**config.mk**
```make
export PLATFORM = sky130hd
export DESIGN_NAME = dac_frame_tx
export DESIGN_NICKNAME = d
export VERILOG_FILES = /design/src/rtl/dac_pkg.sv /design/src/rtl/dac_sclk_div.sv /design/src/rtl/dac_frame_tx.sv
export SDC_FILE = /design/constraint.sdc
export NUM_CORES = 1
export LEC_CHECK = 0
export ABC_AREA = 1
export CORE_MARGIN = 1
export CORE_UTILIZATION = 50
export CTS_BUF_LIST = sky130_fd_sc_hd__clkbuf_4 sky130_fd_sc_hd__clkbuf_8
export CTS_CLUSTER_DIAMETER = 100
export DETAILED_ROUTE_END_ITERATION = 10
export GPL_ROUTABILITY_DRIVEN = 1
export PLACE_DENSITY = 0.75
export SETUP_SLACK_MARGIN = 0.2
export SYNTH_ARGS = -nofsm -noshare
export SYNTH_HDL_FRONTEND = slang
export SYNTH_SLANG_ARGS = --single-unit
```
**constraint.sdc**
```tcl
create_clock -name clk -period 2.75 [get_ports clk]
set_input_delay 0.275 -clock clk [delete_from_list [all_inputs] [get_ports clk]]
set_output_delay 0.275 -clock clk [all_outputs]
set_load 0.03 [all_outputs]
```
**src/rtl/dac_pkg.sv**
```systemverilog
// Shared types and constants for the DAC serial frame transmitter.
package dac_pkg;

    localparam int unsigned DAC_FRAME_W    = 24;
    localparam logic [3:0]  DAC_CMD_WR_UPD = 4'd3;

    typedef enum logic [1:0] {
        IDLE  = 2'd0,
        SHIFT = 2'd1,
        GAP   = 2'd2
    } dac_tx_state_t;

endpackage

```
**src/rtl/dac_sclk_div.sv**
```systemverilog
// Half-period strobe generator: pulses hp_tick_c every CLK_DIV enabled cycles.
module dac_sclk_div
    import dac_pkg::*;
#(
    parameter int unsigned CLK_DIV = 4
) (
    input  logic clk,
    input  logic rst,
    input  logic en,
    input  logic clr,
    output logic hp_tick_c
);

    localparam int unsigned DIV_W = $clog2(CLK_DIV) + 1;

    logic [DIV_W-1:0] cnt_q;
    logic [DIV_W-1:0] cnt_d;

    assign hp_tick_c = en && (cnt_q == DIV_W'(CLK_DIV - 1));

    // Count enabled cycles; restart at the terminal count, on clear, or while disabled
    always_comb begin
        cnt_d = cnt_q;
        if (!en || clr || hp_tick_c) begin
            cnt_d = '0;
        end else begin
            cnt_d = cnt_q + DIV_W'(1);
        end
    end

    // Divider counter register
    always_ff @(posedge clk or negedge rst) begin
        if (!rst) begin
            cnt_q <= '0;
        end else begin
            cnt_q <= cnt_d;
        end
    end

endmodule

```
**src/rtl/dac_frame_tx.sv**
```systemverilog
// Serialises one bit-reversed command word onto the 3-wire DAC interface
// (sync_n / sclk / din), LSB of cmd first, with a start/busy/done handshake.
// Optional: define DAC_FRAME_ABORT_EN to add an abort input that ends a
// frame early (sync_n raised, no done pulse, gap still observed).
module dac_frame_tx
    import dac_pkg::*;
#(
    parameter int unsigned FRAME_W = DAC_FRAME_W,
    parameter int unsigned CLK_DIV = 4,
    parameter int unsigned GAP_HP  = 4
) (
    input  logic               clk,
    input  logic               rst,
    input  logic               start,
    input  logic [FRAME_W-1:0] cmd,
`ifdef DAC_FRAME_ABORT_EN
    input  logic               abort,
`endif
    output logic               busy,
    output logic               done,
    output logic               sync_n,
    output logic               sclk,
    output logic               din
);

    localparam int unsigned BIT_W = $clog2(FRAME_W);
    localparam int unsigned GAP_W = (GAP_HP > 1) ? $clog2(GAP_HP) : 1;
    localparam logic [BIT_W-1:0] BIT_LAST = BIT_W'(FRAME_W - 1);
    localparam logic [GAP_W-1:0] GAP_LAST = GAP_W'((GAP_HP > 0) ? GAP_HP - 1 : 0);

    dac_tx_state_t      state_q, state_d;
    logic [FRAME_W-1:0] sr_q, sr_d;
    logic [BIT_W-1:0]   bit_q, bit_d;
    logic [GAP_W-1:0]   gap_q, gap_d;
    logic               sync_n_q, sync_n_d;
    logic               sclk_q, sclk_d;
    logic               din_q, din_d;
    logic               busy_q, busy_d;
    logic               done_q, done_d;
    logic               div_en_c;
    logic               div_clr_c;
    logic               hp_tick_c;
    logic               abort_c;

`ifdef DAC_FRAME_ABORT_EN
    assign abort_c = abort;
`else
    assign abort_c = 1'b0;
`endif

    assign div_en_c = (state_q != IDLE);

    dac_sclk_div #(
        .CLK_DIV (CLK_DIV)
    ) u_div (
        .clk       (clk),
        .rst       (rst),
        .en        (div_en_c),
        .clr       (div_clr_c),
        .hp_tick_c (hp_tick_c)
    );

    assign busy   = busy_q;
    assign done   = done_q;
    assign sync_n = sync_n_q;
    assign sclk   = sclk_q;
    assign din    = din_q;

    // Next-state and output decode for the IDLE -> SHIFT -> GAP sequence
    always_comb begin
        state_d   = state_q;
        sr_d      = sr_q;
        bit_d     = bit_q;
        gap_d     = gap_q;
        sync_n_d  = sync_n_q;
        sclk_d    = sclk_q;
        din_d     = din_q;
        busy_d    = busy_q;
        done_d    = 1'b0;
        div_clr_c = 1'b0;

        case (state_q)
            IDLE: begin
                if (start) begin
                    state_d  = SHIFT;
                    sr_d     = cmd;
                    bit_d    = '0;
                    sync_n_d = 1'b0;
                    sclk_d   = 1'b1;
                    din_d    = cmd[0];
                    busy_d   = 1'b1;
                end
            end

            SHIFT: begin
                if (abort_c) begin
                    // Early sync rise makes the DAC discard the partial frame
                    sync_n_d  = 1'b1;
                    sclk_d    = 1'b1;
                    din_d     = 1'b0;
                    gap_d     = '0;
                    div_clr_c = 1'b1;
                    if (GAP_HP == 0) begin
                        state_d = IDLE;
                        busy_d  = 1'b0;
                    end else begin
                        state_d = GAP;
                    end
                end else if (hp_tick_c) begin
                    if (sclk_q) begin
                        sclk_d = 1'b0;
                    end else if (bit_q == BIT_LAST) begin
                        sync_n_d = 1'b1;
                        sclk_d   = 1'b1;
                        din_d    = 1'b0;
                        done_d   = 1'b1;
                        gap_d    = '0;
                        if (GAP_HP == 0) begin
                            state_d = IDLE;
                            busy_d  = 1'b0;
                        end else begin
                            state_d = GAP;
                        end
                    end else begin
                        sclk_d = 1'b1;
                        sr_d   = sr_q >> 1;
                        din_d  = sr_q[1];
                        bit_d  = bit_q + BIT_W'(1);
                    end
                end
            end

            GAP: begin
                if (hp_tick_c) begin
                    if (gap_q == GAP_LAST) begin
                        state_d = IDLE;
                        busy_d  = 1'b0;
                    end else begin
                        gap_d = gap_q + GAP_W'(1);
                    end
                end
            end

            default: begin
                state_d = IDLE;
            end
        endcase
    end

    // State and registered-output flops
    always_ff @(posedge clk or negedge rst) begin
        if (!rst) begin
            state_q  <= IDLE;
            sr_q     <= '0;
            bit_q    <= '0;
            gap_q    <= '0;
            sync_n_q <= 1'b1;
            sclk_q   <= 1'b1;
            din_q    <= 1'b0;
            busy_q   <= 1'b0;
            done_q   <= 1'b0;
        end else begin
            state_q  <= state_d;
            sr_q     <= sr_d;
            bit_q    <= bit_d;
            gap_q    <= gap_d;
            sync_n_q <= sync_n_d;
            sclk_q   <= sclk_d;
            din_q    <= din_d;
            busy_q   <= busy_d;
            done_q   <= done_d;
        end
    end

endmodule

```
==> run summary <==
Final Slew Violations = 0
vias in the first global route = 1634
peak supply drop = 0.450 mV
Post-Syn Instances = 288
Post-Syn Nets = 319
largest net degree at the start of global routing = 41
multiplexer share of the synthesized area = 0
# IOs = 32
die span in y = 66.4 um
Netlist cell types = 22
CP Class = flip-flop to flip-flop
Yosys warnings = 0
GRT overflow = 0
hpwl dp = 2610 um
final instance area = 2490 um^2
Adder-Cell Fraction of Synth Area = 0.0241
DRT antenna net count = 0
Yosys top cell by area = dfrtp_1
CP endpoint kind = flip-flop
initial antenna violation count = 0
sequential share of power = 0.379
area of the core = 4000 um^2
Post-Place Worst Slack = 0.833 ns
cts hold-fix bufs = 0
htree depth = 2
hold_ws = 0.0936 ns
Synth area leaders = dfrtp_1 46%, nand2_1 32%, nand3_1 2.7%, dfstp_2 2.5%, ha_1 2.4%
gpl congestion = 0.811
post_cts resized = 0
Compound-Gate Fraction of Synth Area = 0.0241
unrepaired setup endpoints after global routing = no
combinational power share = 0.443
share of cells above drive strength 1 = 0.0690
Critical R2R Launch = u_div.cnt_q[0]$_DFF_PN0_
part of the Yosys area used for sequential elements = 0.483
setup bufs post-CTS = 0
DRC Markers = 0
synthesized flop and latch total = 40
largest family of logic cells by synthesized area = simple AND/OR/NAND/NOR gates
CTS Sinks = 40
Longest Clk Path Bufs = 2
final hold violations = 0
worst path arrival time = 2.12 ns
DR vias/cell = 4.84
Final nets = 349
clk_skew = 0.00884 ns
post-DR wirelength/cell = 10.5 um
vias = 1787
XOR/XNOR Fraction of Synth Area = 0
Rel. slew slack = 0.424
Post-Route WL = 3860 um
Num CTS Buffers = 5
Starting DRT DRC Count = 124
Final Critical Period = 1.89 ns
Initial Utilization = 0.519
CTS tree = done
Sw Ratio = 0.425
global-route wire length before repair = 7090 um
sw power = 1.03 mW
leakage = 1.36 nW
drt first pass iters = 4
Total GRT Usage = 0.215
CP max FO = 26
Clock power frac = 0.178
area of the die = 4410 um^2
max-capacitance violation count = 0
chip width = 66.4 um
root buf cell = clkbuf_8
clk_lat worst skew = 0.29 ns
pwr dens = 978 nW/um^2
PnR worst setup slack = 0.856 ns
most common cell after layout, fill and taps aside = nand2_1
Tightest Pin Transition = 0.864 ns
Pint = 1.40 mW
synth-to-layout area growth = 20.0%
crit start category = flip-flop
Total Neg Setup Slack = 0 ns
simple-gate share of the synthesized area = 0.410
Worst Path Required = 2.98 ns
# rows = 23
Crit. Startpoint = u_div.cnt_q[0]$_DFF_PN0_
area of the mapped netlist = 2080 um^2
# port buffers = 31
Mean Syn Cell Area = 7.21 um^2
Power Total = 2.44 mW
Worst-path clk slew = 0.07 ns
ant diodes = 0
FF-to-FF path depth = 8
Max Clk Rate = 528 MHz
fin crit share = 0.689
status = complete, no violations
Final setup violation count = 0
post-synth top area share = 0.458
commonest non-fill, non-tap cells in the layout = 176 x nand2_1, 38 x dfrtp_1, 30 x clkdlybuf4s50_1
Hold Path Class = primary input to async pin
dpl cell area = 2390 um^2
[per-stage QoR]
step | util | cells
after global placement | 0.596 | 361
final | 0.622 | 369
after floorplan | - | 288
after global routing | 0.622 | 369
after detailed placement | 0.596 | 361
after CTS | 0.622 | 369
[power groups by stage]
stage	registers, mW	clock network, mW	logic, mW
2_1_floorplan	0.952	0	0.853
3_3_place_gp	0.928	0	1.07
3_5_place_dp	0.931	0	1.09
4_1_cts	0.922	0.446	1.09
5_1_grt	0.952	0.466	1.26
6_report	0.923	0.433	1.08
[per-layer routing]
| layer | share of wire | track usage |
|---|---|---|
| met1 | 0.50 | 0.275 |
| met3 | 0.041 | 0.0517 |
| met2 | 0.44 | 0.347 |
| met4 | 0.018 | 0.0851 |
| met5 | 0 | 0 |
[state kept, by name, indices dropped and copies added, names as in the netlist]
name,flops
done,1
bit_q,5
busy,1
din,1
gap_q,2
sr_q,23
u_div.cnt_q,3
sclk,1
state_q,2
sync_n,1
[worst max-delay path: stages, from the launching register on]
cell and delay (ns):
dfrtp_1 0.36, ha_1 0.15, ha_1 0.29, nand3_1 0.16
nand2_1 0.11, nand2_2 0.09, nor2_4 0.46, nand2_1 0.12
nand2_1 0.09
[final timing paths]
kind                                       endpoint  slack [ns]
max                             sr_q[2]$_DFFE_PN0P_        0.86
max in group asynchronous      sr_q[19]$_DFFE_PN0P_        2.11
min reg2reg                u_div.cnt_q[0]$_DFF_PN0_        0.45
min                        u_div.cnt_q[0]$_DFF_PN0_        0.09
max reg2reg                     sr_q[2]$_DFFE_PN0P_        0.86
min in group clk           u_div.cnt_q[0]$_DFF_PN0_        0.45
[final cells by class]
class	instances	area (um^2)
sequential	40	1000
timing repair buffer	32	313
multi-input combinational	224	951
tap	50	62.6
clock buffer	8	104
fill	378	1510
inverter	15	56.3
[synth_stat cells, drive strengths merged]
| cell | count |
|---|---|
| a21oi | 2 |
| o21ai | 5 |
| o21bai | 1 |
| ha | 4 |
| a21boi | 1 |
| nor2 | 14 |
| clkinv | 1 |
| nor3b | 1 |
| inv | 14 |
| nor3 | 5 |
| buf | 9 |
| nand3 | 11 |
| nand2 | 180 |
| dfstp | 2 |
| dfrtp | 38 |
[logic make-up (layout without fill, tap and decap cells)]
group | Yosys count | in the layout
and+or+nand+nor | 211 | 211
adders and majority gates | 4 | 4
buffers and inverters | 24 | 55
DFF | 40 | 40
AOI/OAI and AO/OA | 9 | 9
Power figures use the tool's default switching activity.
